<file path="src/rtl/fifo_rd_arb_pkg.sv">
// Shared types and sizing helpers for the FIFO read-side arbiter.
package fifo_rd_arb_pkg;

    typedef enum logic [1:0] {
        ARB     = 2'd0,
        READ    = 2'd1,
        CAPTURE = 2'd2,
        OUT     = 2'd3
    } arb_state_t;

    localparam int unsigned MAX_FIFOS = 16;
    localparam int unsigned MAX_IDX_W = $clog2(MAX_FIFOS);

    // Index width for n FIFOs; never narrower than one bit.
    function automatic int unsigned idx_width(input int unsigned n);
        if (n < 2) return 1;
        return ($clog2(n) > MAX_IDX_W) ? MAX_IDX_W : $clog2(n);
    endfunction

endpackage

</file>
<file path="src/rtl/rr_arbiter.sv">
// Combinational rotate-priority picker: the first request after 'last' wins.
module rr_arbiter
    import fifo_rd_arb_pkg::*;
#(
    parameter int unsigned N  = 4,
    parameter int unsigned IW = idx_width(N)
)(
    input  logic [N-1:0]  req,
    input  logic [IW-1:0] last,
    output logic [N-1:0]  gnt
);

    logic        found;
    int unsigned idx;

    always_comb begin
        gnt   = '0;
        found = 1'b0;
        idx   = 0;
        for (int unsigned k = 1; k <= N; k++) begin
            idx = (32'(last) + k) % N;
            if (!found && req[idx[IW-1:0]]) begin
                gnt[idx[IW-1:0]] = 1'b1;
                found            = 1'b1;
            end
        end
    end

endmodule

</file>
<file path="src/rtl/fifo_rd_arbiter.sv">
// Round-robin read arbiter draining several FIFO read ports into one valid/ready stream.
// Optional multi-word bursts per grant are enabled by defining FIFO_RD_ARB_BURST_EN.
module fifo_rd_arbiter
    import fifo_rd_arb_pkg::*;
#(
    parameter int unsigned NUM_FIFOS  = 4,
    parameter int unsigned DATA_WIDTH = 8,
    parameter int unsigned BURST_LEN  = 4
)(
    input  logic                            rdclk,
    input  logic                            rdrst,
    input  logic [NUM_FIFOS-1:0]            fifo_empty,
    input  logic [NUM_FIFOS*DATA_WIDTH-1:0] rd_data,
    output logic [NUM_FIFOS-1:0]            rd_en,
    output logic [NUM_FIFOS-1:0]            grant,
    output logic                            out_valid,
    input  logic                            out_ready,
    output logic [DATA_WIDTH-1:0]           out_data,
    output logic [$clog2(NUM_FIFOS)-1:0]    out_src
);

    localparam int unsigned IDX_W = idx_width(NUM_FIFOS);

    if (NUM_FIFOS < 2 || NUM_FIFOS > MAX_FIFOS || BURST_LEN < 1 || BURST_LEN > 255) begin : g_bad_cfg
        $error("fifo_rd_arbiter: NUM_FIFOS or BURST_LEN out of range");
    end

    arb_state_t           state, state_nxt;
    logic [IDX_W-1:0]     last, pick_idx;
    logic [NUM_FIFOS-1:0] pick;
    logic                 xfer, more;

    rr_arbiter #(.N(NUM_FIFOS), .IW(IDX_W)) u_rr (
        .req  (~fifo_empty),
        .last (last),
        .gnt  (pick)
    );

    always_comb begin
        pick_idx = '0;
        for (int unsigned i = 0; i < NUM_FIFOS; i++)
            if (pick[i]) pick_idx = IDX_W'(i);
    end

    assign xfer = out_valid & out_ready;

`ifdef FIFO_RD_ARB_BURST_EN
    logic [7:0] burst_cnt;

    always_ff @(posedge rdclk or posedge rdrst) begin
        if (rdrst)                            burst_cnt <= 8'd1;
        else if (state == ARB && |pick)       burst_cnt <= 8'd1;
        else if (state == OUT && xfer && more) burst_cnt <= burst_cnt + 8'd1;
    end

    // Empty flag here already reflects the read just captured.
    assign more = (32'(burst_cnt) < BURST_LEN) && !fifo_empty[last];
`else
    assign more = 1'b0;
`endif

    always_ff @(posedge rdclk or posedge rdrst) begin
        if (rdrst) state <= ARB;
        else       state <= state_nxt;
    end

    always_comb begin
        state_nxt = state;
        rd_en     = '0;
        unique case (state)
            ARB:     if (|pick) state_nxt = READ;
            READ: begin
                rd_en     = grant & ~fifo_empty;
                state_nxt = CAPTURE;
            end
            CAPTURE: state_nxt = OUT;
            OUT:     if (xfer) state_nxt = more ? READ : ARB;
            default: state_nxt = ARB;
        endcase
    end

    // 'last' doubles as the index of the current grant.
    always_ff @(posedge rdclk or posedge rdrst) begin
        if (rdrst) begin
            grant     <= '0;
            last      <= IDX_W'(NUM_FIFOS - 1);
            out_valid <= 1'b0;
            out_data  <= '0;
            out_src   <= '0;
        end else begin
            case (state)
                ARB: if (|pick) begin
                    grant <= pick;
                    last  <= pick_idx;
                end
                CAPTURE: begin
                    out_data  <= rd_data[last*DATA_WIDTH +: DATA_WIDTH];
                    out_src   <= last;
                    out_valid <= 1'b1;
                end
                OUT: if (xfer) begin
                    out_valid <= 1'b0;
                    if (!more) grant <= '0;
                end
                default: ;
            endcase
        end
    end

endmodule

</file>
<file path="config.mk">
export PLATFORM = sky130hd
export DESIGN_NAME = fifo_rd_arbiter
export DESIGN_NICKNAME = d
export VERILOG_FILES = /design/src/rtl/fifo_rd_arb_pkg.sv /design/src/rtl/rr_arbiter.sv /design/src/rtl/fifo_rd_arbiter.sv
export SDC_FILE = /design/constraint.sdc
export NUM_CORES = 1
export LEC_CHECK = 0
export BUFFER_PORTS_ARGS = -buffer_cell sky130_fd_sc_hd__buf_4
export CAP_MARGIN = 10
export CORE_MARGIN = 3
export CORE_UTILIZATION = 34
export DETAILED_ROUTE_END_ITERATION = 10
export GPL_TIMING_DRIVEN = 0
export PLACE_DENSITY_LB_ADDON = 0.05
export SLEW_MARGIN = 5
export SYNTH_ARGS = -nofsm -noshare
export SYNTH_HDL_FRONTEND = slang
export SYNTH_HIERARCHICAL = 1
export SYNTH_SLANG_ARGS = --single-unit
</file>
<file path="constraint.sdc">
create_clock -name rdclk -period 4.05 [get_ports rdclk]
set_input_delay 0 -clock rdclk [delete_from_list [all_inputs] [get_ports rdclk]]
set_output_delay 0 -clock rdclk [all_outputs]
set_load 0.01 [all_outputs]
</file>
# Yosys cells after proc, flatten, opt, wreduce, memory -nomap -nowiden
# Index checks and enable logic that the tools add are counted.
op_classes:
  shift: 1
  eq_ne: 5
  n_bitwise: 6
  n_mux: 35
  n_lt_le_gt_ge: 8
  n_addsub: 4
  reduce_logical: 18
op_table:
  columns: ["op", "count"]
  rows:
  - ["variable part select 32 x 6 -> 8 bit", 1]
  - ["two-way mux 4 bit", 7]
  - ["two-way mux 1 bit", 13]
  - ["< comparator 2 x 3 -> 1 bit (second input constant)", 4]
  - ["OR 4 bit", 3]
  - ["binary-select mux 1 bit (select 2 bit)", 4]
  - ["demux 1 bit (select 2 bit)", 4]
  - [">= comparator 2 x 1 -> 1 bit (second input constant)", 4]
  - ["two-way mux 2 bit", 4]
  - ["case mux 2 bit (4 select lines)", 1]
  - ["case mux 4 bit (2 select lines)", 1]
  - ["logical AND 1 bit", 7]
  - ["AND reduction 2 bit", 3]
  - ["adder 2 x 1 -> 2 bit (second input constant)", 2]
  - ["adder 2 bit (second input constant)", 2]
  - ["AND 4 bit", 1]
  - ["equality test 2 bit (second input constant)", 2]
  - ["inequality test 2 bit (second input constant)", 2]
  - ["inverter 4 bit", 1]
  - ["nonzero test 2 bit", 2]
  - ["OR reduction 4 bit", 1]
  - ["logical NOT 1 bit", 3]
  - ["AND reduction 3 bit", 1]
  - ["equality test 2 x 1 -> 1 bit (second input constant)", 1]
  - ["other kinds (3)", 3]
word_totals:
  wordCells: 83
  reg_bits: 19
  input_bits: 39
  output_inout_bits: 19

# Logic depth before layout (Yosys ltp)
logic_depth:
  word_depth: 16
  mapped_depth: 10

# Cells and area by module
# Netlist, hierarchy kept.
by_module_without_submodules:
  columns: ["module", "instances", "cells_each", "seq_area_each_um2", "area_per_inst_um2"]
  rows:
  - ["fifo_rd_arbiter", 1, 85, 478.0, 1119.8]
  - ["rr_arbiter", 1, 38, 0.0, 357.8]

# Least setup slack after synthesis
# Ideal clock, no wire load.
synth_timing:
  path_kind: "register to register"
  from: "register last[0]"
  to: "register state[1]"
  setup_time_ns: 0.125
  setup_slack_ns: 1.147
  arrival_time_ns: 2.779
  required_ns: 3.925
  path_stages_with_launch: 10
  period_less_slack_ns: 2.903
  cell_sequence: "dfstp_2 -> inv_1 -> ha_1 -> mux4_1 -> nor4b_4 -> nand2_1 -> o211ai_1 -> nor4_1 -> a22o_2 -> mux2_2"
synth_via:
  elab_chain_len: 16
  elab_cells_between_ends: 51
  cone_classes: "add/sub: 4; order compare: 8; eq/ne: 1; mux: 23; bitwise: 3; reduce/logical: 12"
synth_rtl:
  columns: ["item", "line", "text"]
  rows:
  - ["start: declaration", "fifo_rd_arbiter.sv:29", "logic [IDX_W-1:0] last, pick_idx;"]
  - ["start signal: assignment", "fifo_rd_arbiter.sv:86", "last <= IDX_W'(NUM_FIFOS - 1);"]
  - ["start signal: assignment", "fifo_rd_arbiter.sv:94", "last <= pick_idx;"]
  - ["parallel branches: the longest is 12 deep, another holds < comparator 2 x 3 -> 1 bit", null, null]
  - ["two-way mux 4 bit (*)", "rr_arbiter.sv:22", "if (!found && req[idx[IW-1:0]]) begin"]
  - ["net pick[2]", "fifo_rd_arbiter.sv:30", "logic [NUM_FIFOS-1:0] pick;"]
  - ["OR reduction 4 bit (*)", "fifo_rd_arbiter.sv:71", "ARB: if (|pick) state_nxt = READ;"]
  - ["inequality test 2 bit (no line) (*)", null, null]
  - ["AND reduction 2 bit (no line) (*)", null, null]
  - ["end signal: assignment", "fifo_rd_arbiter.sv:64", "else state <= state_nxt;"]
  - ["end: declaration", "fifo_rd_arbiter.sv:28", "arb_state_t state, state_nxt;"]
# Mark *: on every way through the listed nets, which the timed path passes. The select of a mux whose other input is x is not followed.
# A chain may end at the register's enable or synchronous reset.

# Worst setup path in the final report
# Ends and elaborated chain as after synthesis.

==> tab_implementation.tex <==
\begin{tabular}{lr}
\hline
Metric & Value \\
\hline
\multicolumn{2}{l}{\textbf{Floorplanning}} \\
Top-Level Pins & between 50 and 60 \\
Overall die width & between 70 and 80 um \\
Starting density of the core & a little over a third \\
Die ar. & around 5200 um\^{}2 \\
Vert. Die Dim & between 70 and 80 um \\
Std-Cell Core Area & between 4000 and 5000 um\^{}2 \\
Number of placement rows & 23 \\
\multicolumn{2}{l}{\textbf{Setup path}} \\
Kind of cell adding the most delay to the critical path & multiplexers \\
Critical path capture point type & register \\
Reg2Reg Capture Point & state[1] \\
Critical path start-end classification & reg -> reg \\
Crit path DAT & between 3 and 4 ns \\
Data required time of the critical path & 4.19 ns \\
R2R depth & 9 \\
CP Launch Point & last[0] \\
R2r startpoint & last[0] \\
Library cell contributing the largest single delay on the critical path & sky130\_fd\_sc\_hd\_\_dfstp\_2 \\
WP buf/inv & 1 \\
Largest fanout on the critical path & 10 \\
Biggest cell delay along the critical path & slightly below 0.7 ns \\
Critical-path cell list & inv\_1 -> ha\_1 -> mux4\_1 -> nor4b\_4 -> nand2\_1 -> o211ai\_1 -> nor4\_1 -> a22o\_2 -> mux2\_2 \\
Launching element type of the critical path & register \\
Reg2reg setup slack & between 0.8 and 0.9 ns \\
\multicolumn{2}{l}{\textbf{STA}} \\
Maximum clock rate & approximately 0.31 GHz \\
Total Neg Setup Slack & 0 ns \\
Final Critical Period & between 3 and 4 ns \\
Final-report max-slew violation count & 0 \\
Clock tree skew after final layout & 0.00414 ns \\
Setup repair after global routing missed its margin & false \\
Crit share post-route & around 79\% \\
Slew @ Worst Pin & 0.795 ns \\
Slew HR & a little under half \\
Count of final hold-check violations & 0 \\
Worst hold slack across all endpoints & 0.190 ns \\
Final setup viols & 0 \\
\multicolumn{2}{l}{\textbf{Power}} \\
Power density cells & 747 nW/um\^{}2 \\
Worst IR Drop VDD & roughly 0.00036 V \\
Leakage component of the power & 0.000998 uW \\
\multicolumn{2}{l}{\textbf{Synth}} \\
Yosys warning count & 6 \\
Per-instance average area after synthesis & 12.0 um\^{}2 \\
Syn Nets & 175 \\
Number of instances in the synthesized netlist & about 120 \\
Synth unique cells & 26 \\
Fraction of the mapped netlist area in compound gates & about 8.7\% \\
Multiplexer area fraction after synthesis & a little under a third \\
Post-synthesis adder-cell area fraction & between 10\% and 20\% \\
Netlist Area Pre-Place & 1480 um\^{}2 \\
Combinational family with the most area after synthesis & multiplexers \\
Fraction of synthesized cell area in xor and xnor cells & 0\% \\
Simple logic cell fraction of the synthesized area & under 10\% \\
Total of flip-flops plus latches after synthesis & 19 \\
Sequential share of the synthesized area & between 30 and 40\% \\
\multicolumn{2}{l}{\textbf{Clock tree}} \\
Number of hold buffers added after cts & 2 \\
H-Tree Level Count & 1 \\
Worst skew pair latency & roughly 0.25 ns \\
Clock sink total & 19 \\
Cts bufs inserted & 3 \\
\# resized after CTS & 0 \\
Setup Fix Bufs, Post-CTS & 0 \\
CTS tree & built \\
Clock root buffer master & sky130\_fd\_sc\_hd\_\_clkbuf\_8 \\
Clk pin slew, worst setup/hold paths & 0.07 ns \\
Maximum root-to-sink buffer count & 2 \\
\multicolumn{2}{l}{\textbf{Global route}} \\
First-pass GRT wire length & about 6.0 mm \\
Initial antenna violation count & 0 \\
Total routing resource utilization after global routing & $\sim$15\% \\
Pin count of the biggest net entering global routing & 20 \\
Vias in the first global route & about 1.3k \\
Total congestion overflow after global routing & 0 \\
\multicolumn{2}{l}{\textbf{Final layout}} \\
Final antenna diode count & 0 \\
Most frequent standard cell in the layout excluding fill and tap cells & sky130\_fd\_sc\_hd\_\_buf\_4 \\
Total number of nets in the final design & between 200 and 250 \\
Area Overhead vs Synth & 37.6\% \\
Commonest cells after routing, fill and taps aside & sky130\_fd\_sc\_hd\_\_buf\_4, sky130\_fd\_sc\_hd\_\_dfrtp\_1, sky130\_fd\_sc\_hd\_\_inv\_1 \\
Share of final-layout standard cells stronger than drive strength 1 & roughly 48\% \\
Final instance count without filler cells & about 240 \\
\multicolumn{2}{l}{\textbf{Min path}} \\
Number of cells traversed by the worst hold path & 3 \\
Kind of path behind the tightest hold check & in -> reg \\
Terminating pin of the worst hold path & out\_data[1] \\
Hold\_sp & rd\_data[17] \\
\multicolumn{2}{l}{\textbf{Routing}} \\
Routed wirelength normalized by instance count & 15.2 um \\
Antenna-violating nets left & 0 \\
Number of detailed-routing iterations run before antenna repair & 4 \\
Violation count after the first detailed-routing iteration & 32 \\
Vias per inst & 5.05 \\
Overall routed net length & between 3 and 4 mm \\
Routed via count & approximately 1.2k \\
Final routed DRC violation total & 0 \\
\multicolumn{2}{l}{\textbf{Placement}} \\
HPWL Detailed & 2.82 mm \\
Weighted congestion at the end of routability-driven global placement & 0.719 \\
IO buf count & between 50 and 60 \\
Total placed cells including tap cells & between 200 and 250 \\
\multicolumn{2}{l}{\textbf{Status}} \\
Result of the run & finished, final reports clean \\
\multicolumn{2}{l}{\textbf{Run}} \\
Reported max-cap violation count & 0 \\
\hline
\end{tabular}
-- cells by family (layout without fill, tap and decap cells) --
kind of cell    after synthesis  in the layout
compound gates               19             19
simple gates                 26             26
flops                        19             19
fa+ha+maj                    13             13
buf+inv                      19             82
mux                          27             27
-- cell usage after synthesis --
library cell / number / share of area (%)
sky130_fd_sc_hd__dfrtp_1: 17 / 29
sky130_fd_sc_hd__buf_2: 2 / 0.68
sky130_fd_sc_hd__a22o_2: 1 / 0.68
sky130_fd_sc_hd__a21oi_1: 4 / 1.4
sky130_fd_sc_hd__nor4_1: 1 / 0.42
sky130_fd_sc_hd__mux4_1: 2 / 3.6
sky130_fd_sc_hd__nor2_1: 4 / 1.0
sky130_fd_sc_hd__mux4_2: 10 / 15
sky130_fd_sc_hd__inv_1: 14 / 3.6
sky130_fd_sc_hd__nor3b_1: 4 / 2.0
sky130_fd_sc_hd__mux2_2: 3 / 2.3
sky130_fd_sc_hd__o2bb2ai_1: 4 / 2.4
sky130_fd_sc_hd__and3_1: 4 / 1.7
sky130_fd_sc_hd__o211ai_1: 4 / 2.0
sky130_fd_sc_hd__nand2_1: 11 / 2.8
sky130_fd_sc_hd__mux2_4: 8 / 8.1
sky130_fd_sc_hd__mux2i_1: 4 / 2.7
sky130_fd_sc_hd__nor4b_4: 1 / 1.6
sky130_fd_sc_hd__ha_1: 13 / 11
sky130_fd_sc_hd__buf_6: 2 / 1.5
sky130_fd_sc_hd__clkbuf_1: 1 / 0.25
sky130_fd_sc_hd__nor2b_1: 1 / 0.42
sky130_fd_sc_hd__dfstp_2: 2 / 3.6
sky130_fd_sc_hd__o22ai_1: 1 / 0.42
sky130_fd_sc_hd__o21ai_0: 4 / 1.4
sky130_fd_sc_hd__a21o_1: 1 / 0.51
-- worst max-delay path by stage --
stage,endpoint,depth (start not counted)
floorplan,state[1],9
global placement,state[1],8
detailed placement,state[1],8
CTS,state[1],8
global route,state[1],9
finish,state[1],9
-- metal layers --
layer,GRT usage (%),routed length (um),share of wire [%]
met1,18.6,1460,41
met2,24.9,1870,52
met3,4.02,221,6.2
met4,2.51,28,0.78
met5,0,0,0
-- flip-flops by register name, summed over array words and instances (netlist names) --
name and cells:
grant 4, last 2, out_data 8, out_src 2, out_valid 1, state 2
-- layout make-up --
| class | instances | area, um^2 |
|---|---|---|
| buffer | 5 | 36.3 |
| clock buffer | 4 | 45.0 |
| fill | 377 | 2050 |
| inverter | 14 | 52.6 |
| multi-input combinational | 85 | 911 |
| sequential | 19 | 478 |
| tap | 50 | 62.6 |
| timing repair buffer | 59 | 448 |
-- where the power goes --
group	total (uW)	switching (uW)	internal (uW)
combinational	1010	465	542
sequential	382	87.3	295
clock	130	60.6	69.8
total	1520	613	907
-- tightest hold or removal path: stages --
cell and delay, ns:
sky130_fd_sc_hd__buf_4 0.07, sky130_fd_sc_hd__mux4_2 0.21, sky130_fd_sc_hd__mux2_4 0.13
-- metrics by stage --
stage | power (uW) | util, % | setup WS (ns) | instance area (um^2)
2_1_floorplan | 1110 | - | 1.15 | 1480
3_3_place_gp | 1380 | 48.2 | 0.872 | 1970
3_5_place_dp | 1400 | 48.2 | 0.870 | 1970
4_1_cts | 1540 | 49.8 | 0.856 | 2030
5_1_grt | 1650 | 49.8 | 0.693 | 2030
6_report | 1520 | 49.8 | 0.844 | 2030
(Power assumes the default switching activity.)
